`src/rtl/rom_arb_pkg.sv`:
```
// Shared types for the ROM arbiter: FSM states, requester ids and port count.
// Imported by rom_arbiter, rom_arb_pick and the bench.
package rom_arb_pkg;

    localparam int NUM_PORTS = 2;

    typedef enum logic [1:0] {
        IDLE = 2'd0,
        ADDR = 2'd1,
        DATA = 2'd2
    } state_t;

    typedef enum logic {
        PORT0 = 1'b0,
        PORT1 = 1'b1
    } port_t;

    // One-hot grant vector for a single requester id.
    function automatic logic [NUM_PORTS-1:0] port_onehot(port_t p);
        logic [NUM_PORTS-1:0] v;
        v    = '0;
        v[p] = 1'b1;
        return v;
    endfunction

endpackage

```
`src/rtl/rom_arbiter_if.sv`:
```
// Requester-side bus of the ROM arbiter: two request/address pairs, grants,
// response strobes, the shared read data and the busy flag.
interface rom_arbiter_if #(
    parameter int WIDTH      = 8,
    parameter int ADDR_WIDTH = 8
);
    logic                  req0;
    logic [ADDR_WIDTH-1:0] addr0;
    logic                  req1;
    logic [ADDR_WIDTH-1:0] addr1;
    logic                  gnt0;
    logic                  gnt1;
    logic                  rsp_valid0;
    logic                  rsp_valid1;
    logic [WIDTH-1:0]      rsp_data;
    logic                  busy;

    modport master (
        output req0, addr0, req1, addr1,
        input  gnt0, gnt1, rsp_valid0, rsp_valid1, rsp_data, busy
    );

    modport slave (
        input  req0, addr0, req1, addr1,
        output gnt0, gnt1, rsp_valid0, rsp_valid1, rsp_data, busy
    );
endinterface

```
`src/rtl/rom_arb_pick.sv`:
```
// Combinational winner select for the two ROM requesters.
// A lone requester always wins; on a tie the port not served last wins.
module rom_arb_pick
    import rom_arb_pkg::*;
(
    input  logic  req0,
    input  logic  req1,
    input  port_t last_served,
    output logic  any_req,
    output port_t winner
);

    assign any_req = req0 | req1;

    // Holding last_served at PORT1 turns this into fixed priority for port 0.
    always_comb begin
        winner = PORT1;
        if (req0 && (!req1 || (last_served == PORT1))) begin
            winner = PORT0;
        end
    end

endmodule

```
`src/rtl/rom_arbiter.sv`:
```
// Two-port arbiter in front of a synchronous ROM: one access per 3 cycles.
// Define ROM_ARB_RR_EN for round-robin ties; otherwise port 0 wins every tie.
module rom_arbiter
    import rom_arb_pkg::*;
#(
    parameter int WIDTH      = 8,
    parameter int ADDR_WIDTH = 8
)
(
    input  logic                  clk,
    input  logic                  reset,
    rom_arbiter_if.slave          bus,
    output logic [ADDR_WIDTH-1:0] rom_addr,
    input  logic [WIDTH-1:0]      rom_dout
);

    state_t                state_reg;
    logic [NUM_PORTS-1:0]  gnt_reg;
    logic [NUM_PORTS-1:0]  rsp_valid_reg;
    logic                  busy_reg;
    logic [ADDR_WIDTH-1:0] rom_addr_reg;
    logic [ADDR_WIDTH-1:0] rom_addr_next;
    port_t                 last_served;
    port_t                 winner;
    logic                  any_req;

    rom_arb_pick u_pick (
        .req0        (bus.req0),
        .req1        (bus.req1),
        .last_served (last_served),
        .any_req     (any_req),
        .winner      (winner)
    );

    assign rom_addr_next = (winner == PORT0) ? bus.addr0 : bus.addr1;

`ifdef ROM_ARB_RR_EN
    port_t last_served_reg;

    // Reset to PORT1 so port 0 wins the first tie.
    always_ff @(posedge clk) begin
        if (reset) begin
            last_served_reg <= PORT1;
        end else if ((state_reg == IDLE) && any_req) begin
            last_served_reg <= winner;
        end
    end

    assign last_served = last_served_reg;
`else
    assign last_served = PORT1;
`endif

    // Addresses are captured only on the IDLE->ADDR edge; the access always
    // runs to completion unless reset discards it.
    always_ff @(posedge clk) begin
        if (reset) begin
            state_reg     <= IDLE;
            gnt_reg       <= '0;
            rsp_valid_reg <= '0;
            busy_reg      <= 1'b0;
            rom_addr_reg  <= '0;
        end else begin
            case (state_reg)
                IDLE: begin
                    rsp_valid_reg <= '0;
                    if (any_req) begin
                        state_reg    <= ADDR;
                        gnt_reg      <= port_onehot(winner);
                        busy_reg     <= 1'b1;
                        rom_addr_reg <= rom_addr_next;
                    end
                end
                ADDR: begin
                    state_reg     <= DATA;
                    rsp_valid_reg <= gnt_reg;
                end
                DATA: begin
                    state_reg     <= IDLE;
                    gnt_reg       <= '0;
                    rsp_valid_reg <= '0;
                    busy_reg      <= 1'b0;
                end
                default: begin
                    state_reg     <= IDLE;
                    gnt_reg       <= '0;
                    rsp_valid_reg <= '0;
                    busy_reg      <= 1'b0;
                end
            endcase
        end
    end

    // The ROM registers rom_addr during ADDR, so its output is live in DATA.
    assign bus.rsp_data   = (|rsp_valid_reg) ? rom_dout : '0;
    assign bus.gnt0       = gnt_reg[PORT0];
    assign bus.gnt1       = gnt_reg[PORT1];
    assign bus.rsp_valid0 = rsp_valid_reg[PORT0];
    assign bus.rsp_valid1 = rsp_valid_reg[PORT1];
    assign bus.busy       = busy_reg;
    assign rom_addr       = rom_addr_reg;

endmodule

```
`src/flat_wrapper.sv`:
```
// flat-port wrapper written by rule: the top's interface ports become plain ports
module rom_arbiter_flat import rom_arb_pkg::*;
#(
    parameter int WIDTH      = 8,
    parameter int ADDR_WIDTH = 8
)
  (clk, reset, rom_addr, rom_dout, bus_req0, bus_addr0, bus_req1, bus_addr1, bus_gnt0, bus_gnt1, bus_rsp_valid0, bus_rsp_valid1, bus_rsp_data, bus_busy);
  rom_arbiter_if #(.WIDTH(WIDTH), .ADDR_WIDTH(ADDR_WIDTH)) bus_i ();
  input  logic clk;
  input  logic reset;
  output logic [ADDR_WIDTH-1:0] rom_addr;
  input  logic [WIDTH-1:0] rom_dout;
  input wire logic [$bits(bus_i.req0)-1:0] bus_req0;
  input wire logic [$bits(bus_i.addr0)-1:0] bus_addr0;
  input wire logic [$bits(bus_i.req1)-1:0] bus_req1;
  input wire logic [$bits(bus_i.addr1)-1:0] bus_addr1;
  output wire logic [$bits(bus_i.gnt0)-1:0] bus_gnt0;
  output wire logic [$bits(bus_i.gnt1)-1:0] bus_gnt1;
  output wire logic [$bits(bus_i.rsp_valid0)-1:0] bus_rsp_valid0;
  output wire logic [$bits(bus_i.rsp_valid1)-1:0] bus_rsp_valid1;
  output wire logic [$bits(bus_i.rsp_data)-1:0] bus_rsp_data;
  output wire logic [$bits(bus_i.busy)-1:0] bus_busy;
  assign bus_i.req0 = bus_req0;
  assign bus_i.addr0 = bus_addr0;
  assign bus_i.req1 = bus_req1;
  assign bus_i.addr1 = bus_addr1;
  assign bus_gnt0 = bus_i.gnt0;
  assign bus_gnt1 = bus_i.gnt1;
  assign bus_rsp_valid0 = bus_i.rsp_valid0;
  assign bus_rsp_valid1 = bus_i.rsp_valid1;
  assign bus_rsp_data = bus_i.rsp_data;
  assign bus_busy = bus_i.busy;
  rom_arbiter #(.WIDTH(WIDTH), .ADDR_WIDTH(ADDR_WIDTH)) u_core (.clk(clk), .reset(reset), .bus(bus_i), .rom_addr(rom_addr), .rom_dout(rom_dout));
endmodule
```
`config.mk`:
```
export PLATFORM = sky130hd
export DESIGN_NAME = rom_arbiter_flat
export DESIGN_NICKNAME = d
export VERILOG_FILES = /design/src/rtl/rom_arb_pkg.sv /design/src/rtl/rom_arbiter_if.sv /design/src/rtl/rom_arb_pick.sv /design/src/rtl/rom_arbiter.sv /design/src/flat_wrapper.sv
export SDC_FILE = /design/constraint.sdc
export NUM_CORES = 1
export LEC_CHECK = 0
export BUFFER_PORTS_ARGS = -buffer_cell sky130_fd_sc_hd__buf_2
export CAP_MARGIN = 5
export CORE_UTILIZATION = 35
export DETAILED_ROUTE_END_ITERATION = 12
export PLACE_DENSITY = 0.79
export SLEW_MARGIN = 20
export SYNTH_ARGS = -nofsm -noshare
export SYNTH_HDL_FRONTEND = slang
export SYNTH_SLANG_ARGS = --single-unit
```
`constraint.sdc`:
```
create_clock -name clk -period 1 [get_ports clk]
set_input_delay 0.3 -clock clk [delete_from_list [all_inputs] [get_ports clk]]
set_output_delay 0.3 -clock clk [all_outputs]
set_load 0.02 [all_outputs]
```
==> run_results.csv, run 1 <==
group,metric,value,unit
critical_path,critPathTopFamily,"flip-flops",
logic_synthesis,synth_cells,75,
drt,antenna_left,0,
sta,worst_pin_slew,0.290,ns
finish,nFillCells,107,
logic_synthesis,avgSynthCellArea,9.13,um^2
cts,clk_pin_slew_worst_paths,0.09,ns
sta,rsz0062_at_grt,"true",
logic_synthesis,netlist_area,684,um^2
status,status,"finished, violations left",
cts,cts_sinks,15,
finish,multi_input_area,484,um^2
logic_synthesis,synth_common_cells,"dfxtp_1 (15), a21oi_1 (9), nor2b_1 (9)",
sta,setup_slack,-0.431,ns
floorplan,start_util,38.4,%
drt,drt-met1-wl,1.02,mm
logic_synthesis,yosys_warnings,0,
place,gp_congestion,0.713,
sta,setup_viol,29,
floorplan,die_area,0.00214,mm^2
cts,clock_latency,0.28,ns
cts,cts_max_path_buffers,2,
drt,dr_total_vias,817,
min_path,whs_endpoint,"u_core.rom_addr[3]",
floorplan,dieHeight,46.2,um
global_routing,grt_use_total,22.2,%
critical_path,crit_arrival,1.13,ns
power_and_ir_drop,cellPowerDensity,1130,mW/mm^2
logic_synthesis,syn-num-nets,103,
drt,routed.top_layer,"met4",
sta,slew_headroom,80.6,%
logic_synthesis,yosysMostFrequentCell,"dfxtp_1",
floorplan,ios,49,
sta,clock.fmax,699,MHz
sta,finalMaxSlewViolations,0,
global_routing,grt-ovfl-total,0,
power_and_ir_drop,cellLeakagePower,0.645,nW
critical_path,reg2reg_to,"u_core.rom_addr[1]",
logic_synthesis,synth.ff_latch_count,15,
critical_path,cpMaxStageDelayCell,"dfxtp_2",
logic_synthesis,synth_top_area_cell,"dfxtp_1",
sta,hold_viol_final,0,
drt,wl_per_cell,14.5,um
critical_path,slowest_delay,0.35,ns
sta,clock_skew,0.00951,ns
global_routing,grt_first_pass_wirelength,3.31,mm
critical_path,start_kind,"flip-flop",
finish,largest_reg_flops,8,
finish,area_delta_synth_final,105,%
critical_path,reg2reg_slack,-0.13,ns
min_path,min_path_type,"input port to flip-flop",
critical_path,end_kind,"output pin",
cts,cts_tree,"done",
logic_synthesis,async_reset_ff_share,0,%
critical_path,r2r-start,"u_core.state_reg[0]",
drt,drt_pass1_iterations,2,
floorplan,core_area,0.00178,mm^2
place,dp_hpwl,1.41,mm
logic_synthesis,ys_seq_area_share,43.9,%
drt,routed-wl-met3,63,um
global_routing,grt_pass1_vias,741,
drt,drcViolationCount,0,
finish,final_nets,170,
critical_path,r2r_cells,3,
logic_synthesis,synth_area_leaders,"dfxtp_1 (44%), mux2i_1 (12%), nor2b_1 (8.2%)",
critical_path,cp.buffers_inverters,1,
place,dpl_cell_area,0.00106,mm^2
finish,ff_latch_area,324,um^2
sta,period_minus_slack,1.43,ns
critical_path,path_depth,3,
min_path,holdCritStartpoint,"reset",
cts,cts_max_level,1,
critical_path,critical_path_peak_fanout,8,
min_path,hold-path-cell-count,2,
cts,cts_made_buffers,3,
finish,diodes,0,
drt,via_per_inst,4.92,
logic_synthesis,synth_top_area_share,43.9,%
power_and_ir_drop,vdd_drop_max,0.879,mV
sta,finalCritPeriodShare,143,%
finish,layout-drive-gt1-share,78.7,%
power_and_ir_drop,power,1.59,mW
critical_path,path_cells,"nor2_4 -> nor2b_2 -> buf_6",
global_routing,grt_max_degree,18,
drt,wl_met2,1.29,mm
logic_synthesis,synth_edf_count,0,
drt,drtIter0Drc,5,
status,violations,"setup timing",
critical_path,required,0.70,ns
finish,fin_area,0.00140,mm^2
critical_path,path_class,"flip-flop to output pin",
job,maxCapViolCount,0,
cts,cts_root_buffer,"clkbuf_4",
drt,wl,2.41,mm
place,port_buffers,48,
floorplan,rows,15,
floorplan,die_w,46.2,um
global_routing,grt_antenna_before_repair,0,
logic_synthesis,synth_ff_type,"dfxtp_1",
logic_synthesis,ys_types,18,
## worst max path at each step
| stage | start | end |
|---|---|---|
| after floorplan | bus_req0 | u_core.rom_addr[0] |
| after global placement | bus_req0 | u_core.rom_addr[1] |
| after detailed placement | bus_req0 | u_core.rom_addr[6] |
| after CTS | u_core.rsp_valid_reg[0] | bus_rsp_data[3] |
| after global routing | u_core.rsp_valid_reg[1] | bus_rsp_data[3] |
| final | u_core.rsp_valid_reg[1] | bus_rsp_data[6] |
## timing repair
item                                    CTS  global route
resized for setup                        55            23
pin swaps                                15             5
buffers inserted                          2             4
gates cloned                              1             0
endpoints found under the setup margin   34            33
hold buffers                              0             0
## power breakdown
group,internal (mW),switching (mW)
sequential,0.650,0.0429
clock,0.155,0.195
combinational,0.306,0.236
## through the flow
stage	hold WS [ns]	worst slack (ns)	util (%)	setup TNS, ns	cells
2_1_floorplan	0.392	-0.0138	-	-0.190	75
3_3_place_gp	0.442	-0.193	59.6	-2.36	155
3_5_place_dp	0.449	-0.239	59.6	-3.10	155
4_1_cts	0.288	-0.409	71.4	-4.13	162
5_1_grt	0.321	-0.476	78.5	-5.78	166
6_report	0.305	-0.431	78.5	-4.72	166
## layout make-up
cell class	count	area share, %
Timing Repair Buffer	66	37.6
Multi-Input combinational cell	54	34.6
Sequential cell	15	23.1
Tap cell	25	2.23
Clock buffer	4	1.88
Inverter	2	0.536
## layer usage
layer,global-route usage [%],up-vias
met2,37.5,21
met3,3.92,4
li1,-,399
met1,28.0,393
met4,8.24,0
met5,0,-
## kinds of logic (layout without fill, tap and decap cells)
logic type      after synthesis  after routing  synth area share, %
compound gates               20             21                 17.6
buf+inv                       7             72                 5.12
flops                        15             15                 43.9
simple gates                 25             25                 21.8
mux                           8              8                 11.7
## worst reg2reg max path, stage by stage (launching register included)
cell and delay, ns:
dfxtp_2 0.34, o21bai_4 0.20, or3_1 0.37, a21oi_1 0.14
## cell usage in the layout, fill, tap and decap left out
| cell | count |
|---|---|
| buf_2 | 27 |
| buf_6 | 23 |
| buf_4 | 15 |
| dfxtp_2 | 13 |
| nor2b_2 | 8 |
| mux2i_1 | 8 |
| a21oi_2 | 7 |
| o21ai_1 | 7 |
| or3_1 | 4 |
| or3_4 | 4 |
| clkbuf_4 | 3 |
| and3_1 | 2 |
| o21bai_4 | 2 |
| a21oi_1 | 2 |
| inv_1 | 2 |
| dfxtp_4 | 2 |
| nor2_4 | 1 |
| nor2_1 | 1 |
| nand2b_4 | 1 |
| nor2b_4 | 1 |
| nor3_2 | 1 |
| o21ai_2 | 1 |
| a21boi_0 | 1 |
| a2111oi_4 | 1 |
| and2_1 | 1 |
| nor3_1 | 1 |
| clkbuf_1 | 1 |
| buf_12 | 1 |
No activity file was read; power rests on OpenSTA's default activity.
==> run 2: changes to the inputs <==
Settings changed: CORE_MARGIN set to 2, CORE_UTILIZATION 35 to 37, CTS_BUF_LIST set to sky130_fd_sc_hd__clkbuf_2, PLACE_DENSITY 0.79 to 0.83.
==> run 2 against run 1 <==
  * The flow still finishes with violations (setup timing)
  * Largest cell class unchanged
  * Fmax increased by 0.84%
  * Sequential power decreased by 0.7%
  * Total power increased by 1.9%
  * Worst hold slack got worse by 0.047 ns
  * Routed wire length increased by 7.6%
  * Setup slack improved by 0.012 ns
  * Critical endpoint is now bus_rsp_data[7]
  * Via count increased by 4.3%
  * Critical path depth increased by 1
  * Clock skew decreased by 0.0018 ns
  * Count of clock-buffer cells in the layout unchanged
==> run_results.csv, run 2 (synthesis gave the netlist of run 1 again) <==
group,metric,value,unit
status,status,"finished, violations left",
status,violations,"setup timing",
critical_path,crit_end,"bus_rsp_data[7]",
place,pre_cts_ws,-0.229,ns
sta,period_minus_slack,1.42,ns
sta,finalMaxSlewViolations,0,
floorplan,dieHeight,47.0,um
cts,cts_tree,"done",
sta,hold_viol_final,0,
drt,drcViolationCount,0,
place,port_buffers,48,
sta,rsz0062_at_grt,"true",
finish,area_delta_synth_final,117,%
cts,cts_sinks,15,
sta,finalCritPeriodShare,142,%
finish,fin_cells,171,
sta,setup-tns-final,-5.81,ns
drt,drt_pass1_iterations,4,
critical_path,critical_path.startpoint,"u_core.rsp_valid_reg[0]",
cts,cts_max_level,1,
power_and_ir_drop,cellLeakagePower,0.698,nW
cts,cts_max_path_buffers,2,
global_routing,grt-ovfl-total,0,
place,gp_congestion,0.701,
power_and_ir_drop,vdd_drop_max,1.14,mV
global_routing,grt_use_total,22.6,%
drt,wl_per_cell,15.2,um
global_routing,grt_max_degree,11,
drt,dr_total_vias,852,
floorplan,rows,15,
finish,layout-drive-gt1-share,83.6,%
global_routing,grt_antenna_before_repair,0,
floorplan,start_util,39.6,%
critical_path,path_class,"flip-flop to output pin",
sta,clock_skew,0.00769,ns
drt,antenna_left,0,
place,dpl.cell_count,153,
floorplan,ios,49,
critical_path,reg2reg_to,"u_core.rom_addr[0]",
cts,cts_root_buffer,"clkbuf_2",
critical_path,required,0.70,ns
sta,worst_pin_slew,0.226,ns
power_and_ir_drop,cellPowerDensity,1090,mW/mm^2
critical_path,critical_path_peak_fanout,4,
power_and_ir_drop,power,1.62,mW
place,dp_hpwl,1.36,mm
drt,drtIter0Drc,7,
finish,diodes,0,
floorplan,die_area,0.00221,mm^2
finish,final_nets,175,
cts,clk_pin_slew_worst_paths,0.15,ns
sta,setup_slack,-0.419,ns
finish,finish.utilization,85.9,%
cts,clock_latency,0.30,ns
global_routing,grt_pass1_vias,811,
critical_path,r2r_cells,4,
critical_path,start_kind,"flip-flop",
drt,wl,2.59,mm
min_path,min_path_type,"input port to flip-flop",
sta,setup_viol,31,
floorplan,core_area,0.00173,mm^2
cts,cts_made_buffers,3,
job,maxCapViolCount,0,
drt,via_per_inst,4.98,
critical_path,end_kind,"output pin",
critical_path,crit_arrival,1.12,ns
sta,clock.fmax,705,MHz
finish,layout_commonest_cell,"buf_6",
sta,slew_headroom,84.8,%
floorplan,die_w,47.0,um
finish,largest_reg_flops,8,
global_routing,grt_first_pass_wirelength,3.37,mm
critical_path,reg2reg_slack,-0.23,ns
finish,final_cell_mix,"buf_6 (31), buf_2 (27), dfxtp_2 (15)",
critical_path,r2r-start,"u_core.state_reg[0]",
## run 2: changes by cell type in the layout (fill, tap and decap cells not counted), moves of 2 or more
cell / previous run / this run
buf_6: 23 / 31
clkbuf_2: 0 / 4
nor2b_2: 8 / 4
nor2b_4: 1 / 5
clkbuf_4: 3 / 0
o21ai_1: 7 / 4
o21ai_2: 1 / 4
buf_4: 15 / 13
dfxtp_2: 13 / 15
dfxtp_4: 2 / 0
## run 2: stage by stage
step | area [um^2] | hold WS [ns]
after detailed placement | 1050 | 0.463
after floorplan | 733 | 0.392
after CTS | 1370 | 0.242
final | 1480 | 0.258
after global routing | 1480 | 0.267
after global placement | 1050 | 0.448
## run 2: worst max-delay path, stage by stage (launching register included)
cell and delay (ns):
dfxtp_2 0.36, nor2_4 0.16, buf_6 0.14, nor2b_2 0.04, buf_6 0.12
## run 2: report_power, final
part,switching (mW),total (mW),internal [mW]
Sequential,0.0335,0.688,0.654
Clock,0.204,0.310,0.106
Combinational,0.270,0.618,0.348
Total,0.507,1.62,1.11
## run 2: repair_timing
action	CTS	global route
gates resized for setup	75	21
endpoints found under the setup margin	30	35
pin swaps	9	6
buffers inserted	11	5
hold buffers	0	0
## run 2: cell type report
class,instances,area [um^2]
fill,92,243
inverter,2,7.51
clock buffer,4,20.0
sequential,15,319
timing repair buffer,72,602
tap,25,31.3
multi-input combinational,53,504
## run 2: how the worst min path moves through the flow
stage	end	start	depth (start not counted)	slack, ns
5_1_grt	u_core.rom_addr[5]	reset	2	0.27
6_report	u_core.rom_addr[5]	reset	2	0.26
3_5_place_dp	u_core.bus.busy	u_core.bus.busy	2	0.46
3_3_place_gp	u_core.bus.busy	u_core.bus.busy	2	0.45
4_1_cts	u_core.rom_addr[2]	reset	2	0.24
2_1_floorplan	u_core.gnt_reg[1]	reset	1	0.39
## run 2: routing by layer
metal  global-route usage (%)  wire [um]
met3                     3.46        174
met5                        0          0
met2                     46.0       1500
met4                     11.7         78
met1                     20.8        837
==> run 3: changes to the inputs <==
Settings changed: SETUP_SLACK_MARGIN set to 0.02.
Clock period 1 ns to 1.28 ns, I/O delays scaled along.
==> run 3 against run 2 <==
  * The run still ends with setup timing left
  * First-iteration DRC count unchanged
  * Sequential power decreased by 23%
  * Clock skew decreased by 0.0021 ns
  * Cell count decreased by 13%
  * Global-route usage decreased by 6.4 points
  * Design area decreased by 33%
  * Total power decreased by 37%
  * Count of clock-buffer cells in the layout unchanged
  * Sequential cell count unchanged
  * Clock power decreased by 25%
  * Die area unchanged
  * Worst hold slack improved by 0.15 ns
  * Critical endpoint is now bus_rsp_data[0]
==> run_results.csv, run 3 (synthesis gave the netlist of run 1 again) <==
group,metric,value,unit
finish,ff_latch_area,308,um^2
sta,setup-tns-final,-1.17,ns
min_path,min_path_type,"input port to flip-flop",
floorplan,start_util,39.6,%
global_routing,grt_first_pass_wirelength,2.42,mm
cts,cts_hold_buffers,0,
sta,clock_skew,0.00558,ns
sta,finalCritPeriodShare,112,%
floorplan,die_w,47.0,um
cts,cts_made_buffers,3,
critical_path,required,0.90,ns
sta,finalMaxSlewViolations,0,
sta,period_minus_slack,1.44,ns
sta,rsz0062_at_grt,"true",
drt,wl,1.69,mm
drt,dr_total_vias,718,
cts,clk_pin_slew_worst_paths,0.14,ns
cts,clock_latency,0.29,ns
floorplan,core_area,0.00173,mm^2
sta,clock.fmax,695,MHz
drt,drtIter0Drc,7,
critical_path,end_kind,"output pin",
place,pre_cts_ws,-0.0574,ns
finish,diodes,0,
floorplan,dieHeight,47.0,um
finish,multi_input_area,358,um^2
place,port_buffers,48,
place,dpl_cell_area,956,um^2
floorplan,ios,49,
job,maxCapViolCount,0,
critical_path,critical_path_peak_fanout,8,
sta,setup_viol,8,
finish,final_cell_mix,"buf_2 (45), nor2b_1 (9), a21oi_1 (9), dfxtp_1 (9)",
global_routing,grt_max_degree,21,
floorplan,rows,15,
place,dp_hpwl,1.30,mm
global_routing,grt_pass1_vias,594,
drt,drcViolationCount,0,
global_routing,grt_use_total,16.1,%
finish,fin_area,1000,um^2
finish,layout_commonest_cell,"buf_2",
finish,final_nets,153,
sta,worst_pin_slew,0.334,ns
cts,cts_root_buffer,"clkbuf_2",
critical_path,path_class,"flip-flop to output pin",
finish,largest_reg_flops,8,
sta,slew_headroom,77.7,%
place,gp_congestion,0.694,
cts,cts_max_path_buffers,2,
drt,antenna_left,0,
finish,area_delta_synth_final,46.1,%
drt,wl_per_cell,11.3,um
finish,layout-drive-gt1-share,50.0,%
finish,fin_cells,149,
global_routing,grt-ovfl-total,0,
power_and_ir_drop,cellPowerDensity,1010,mW/mm^2
place,dpl.cell_count,145,
status,violations,"setup timing",
power_and_ir_drop,cellLeakagePower,0.511,nW
critical_path,reg2reg_slack,0.10,ns
sta,setup_slack,-0.158,ns
power_and_ir_drop,vdd_drop_max,0.627,mV
cts,cts_max_level,1,
critical_path,start_kind,"flip-flop",
drt,via_per_inst,4.82,
cts,cts_sinks,15,
floorplan,die_area,0.00221,mm^2
sta,holdWs,0.413,ns
status,status,"finished, violations left",
critical_path,crit_arrival,1.05,ns
finish,nFillCells,175,
global_routing,grt_antenna_before_repair,0,
cts,cts_tree,"done",
sta,hold_viol_final,0,
drt,drt_pass1_iterations,6,
run 3: cell count changes in the layout (fill, tap and decap cells not counted), moves of 5 or more:
cell / before / now
a21oi_2: 6 / 0
buf_6: 31 / 0
buf_4: 13 / 4
or3_4: 5 / 0
dfxtp_2: 15 / 6
nor2b_4: 5 / 0
nor2b_1: 0 / 9
dfxtp_1: 0 / 9
o21ai_0: 0 / 8
buf_2: 27 / 45
a21oi_1: 3 / 9
or3_1: 3 / 8
run 3: stage by stage:
stage	power [mW]	util [%]
2_1_floorplan	0.683	-
3_3_place_gp	0.777	55.4
3_5_place_dp	0.783	55.4
4_1_cts	1.02	57.0
5_1_grt	1.08	57.9
6_report	1.01	57.9
run 3: area by class of cell:
class | count | share of cell area (%)
multi-input combinational | 53 | 35.8
sequential | 15 | 30.8
timing repair buffer | 50 | 27.5
tap | 25 | 3.13
clock buffer | 4 | 2.00
inverter | 2 | 0.751
run 3: final timing paths:
| kind | depth (start not counted) | start | endpoint |
|---|---|---|---|
| max | 3 | u_core.rsp_valid_reg[0] | bus_rsp_data[0] |
| min | 2 | reset | u_core.rom_addr[7] |
| max reg2reg | 3 | u_core.state_reg[0] | u_core.rom_addr[2] |
| min reg2reg | 2 | u_core.bus.busy | u_core.bus.busy |
run 3: layer usage:
layer	wire [um]	part of all wire (%)	track usage, %
met3	163	9.7	5.38
met1	682	40	16.9
met2	834	49	27.7
met5	0	0	0
met4	8	0.47	10.0
run 3: repair_timing:
action,in CTS,in global routing
pin swaps,1,0
endpoints found under the setup margin,8,16
setup buffers,0,0
gates resized for setup,3,9
run 3: power by group:
part / leakage [nW] / switching [mW] / internal, mW
Combinational: 0.368 / 0.129 / 0.117
Sequential: 0.126 / 0.0251 / 0.506
Clock: 0.0166 / 0.150 / 0.0828
run 3: critical path, stage by stage (launching register included):
cell     delay, ns
dfxtp_2       0.36
nor2_4        0.18
nor2b_1       0.07
buf_2         0.16
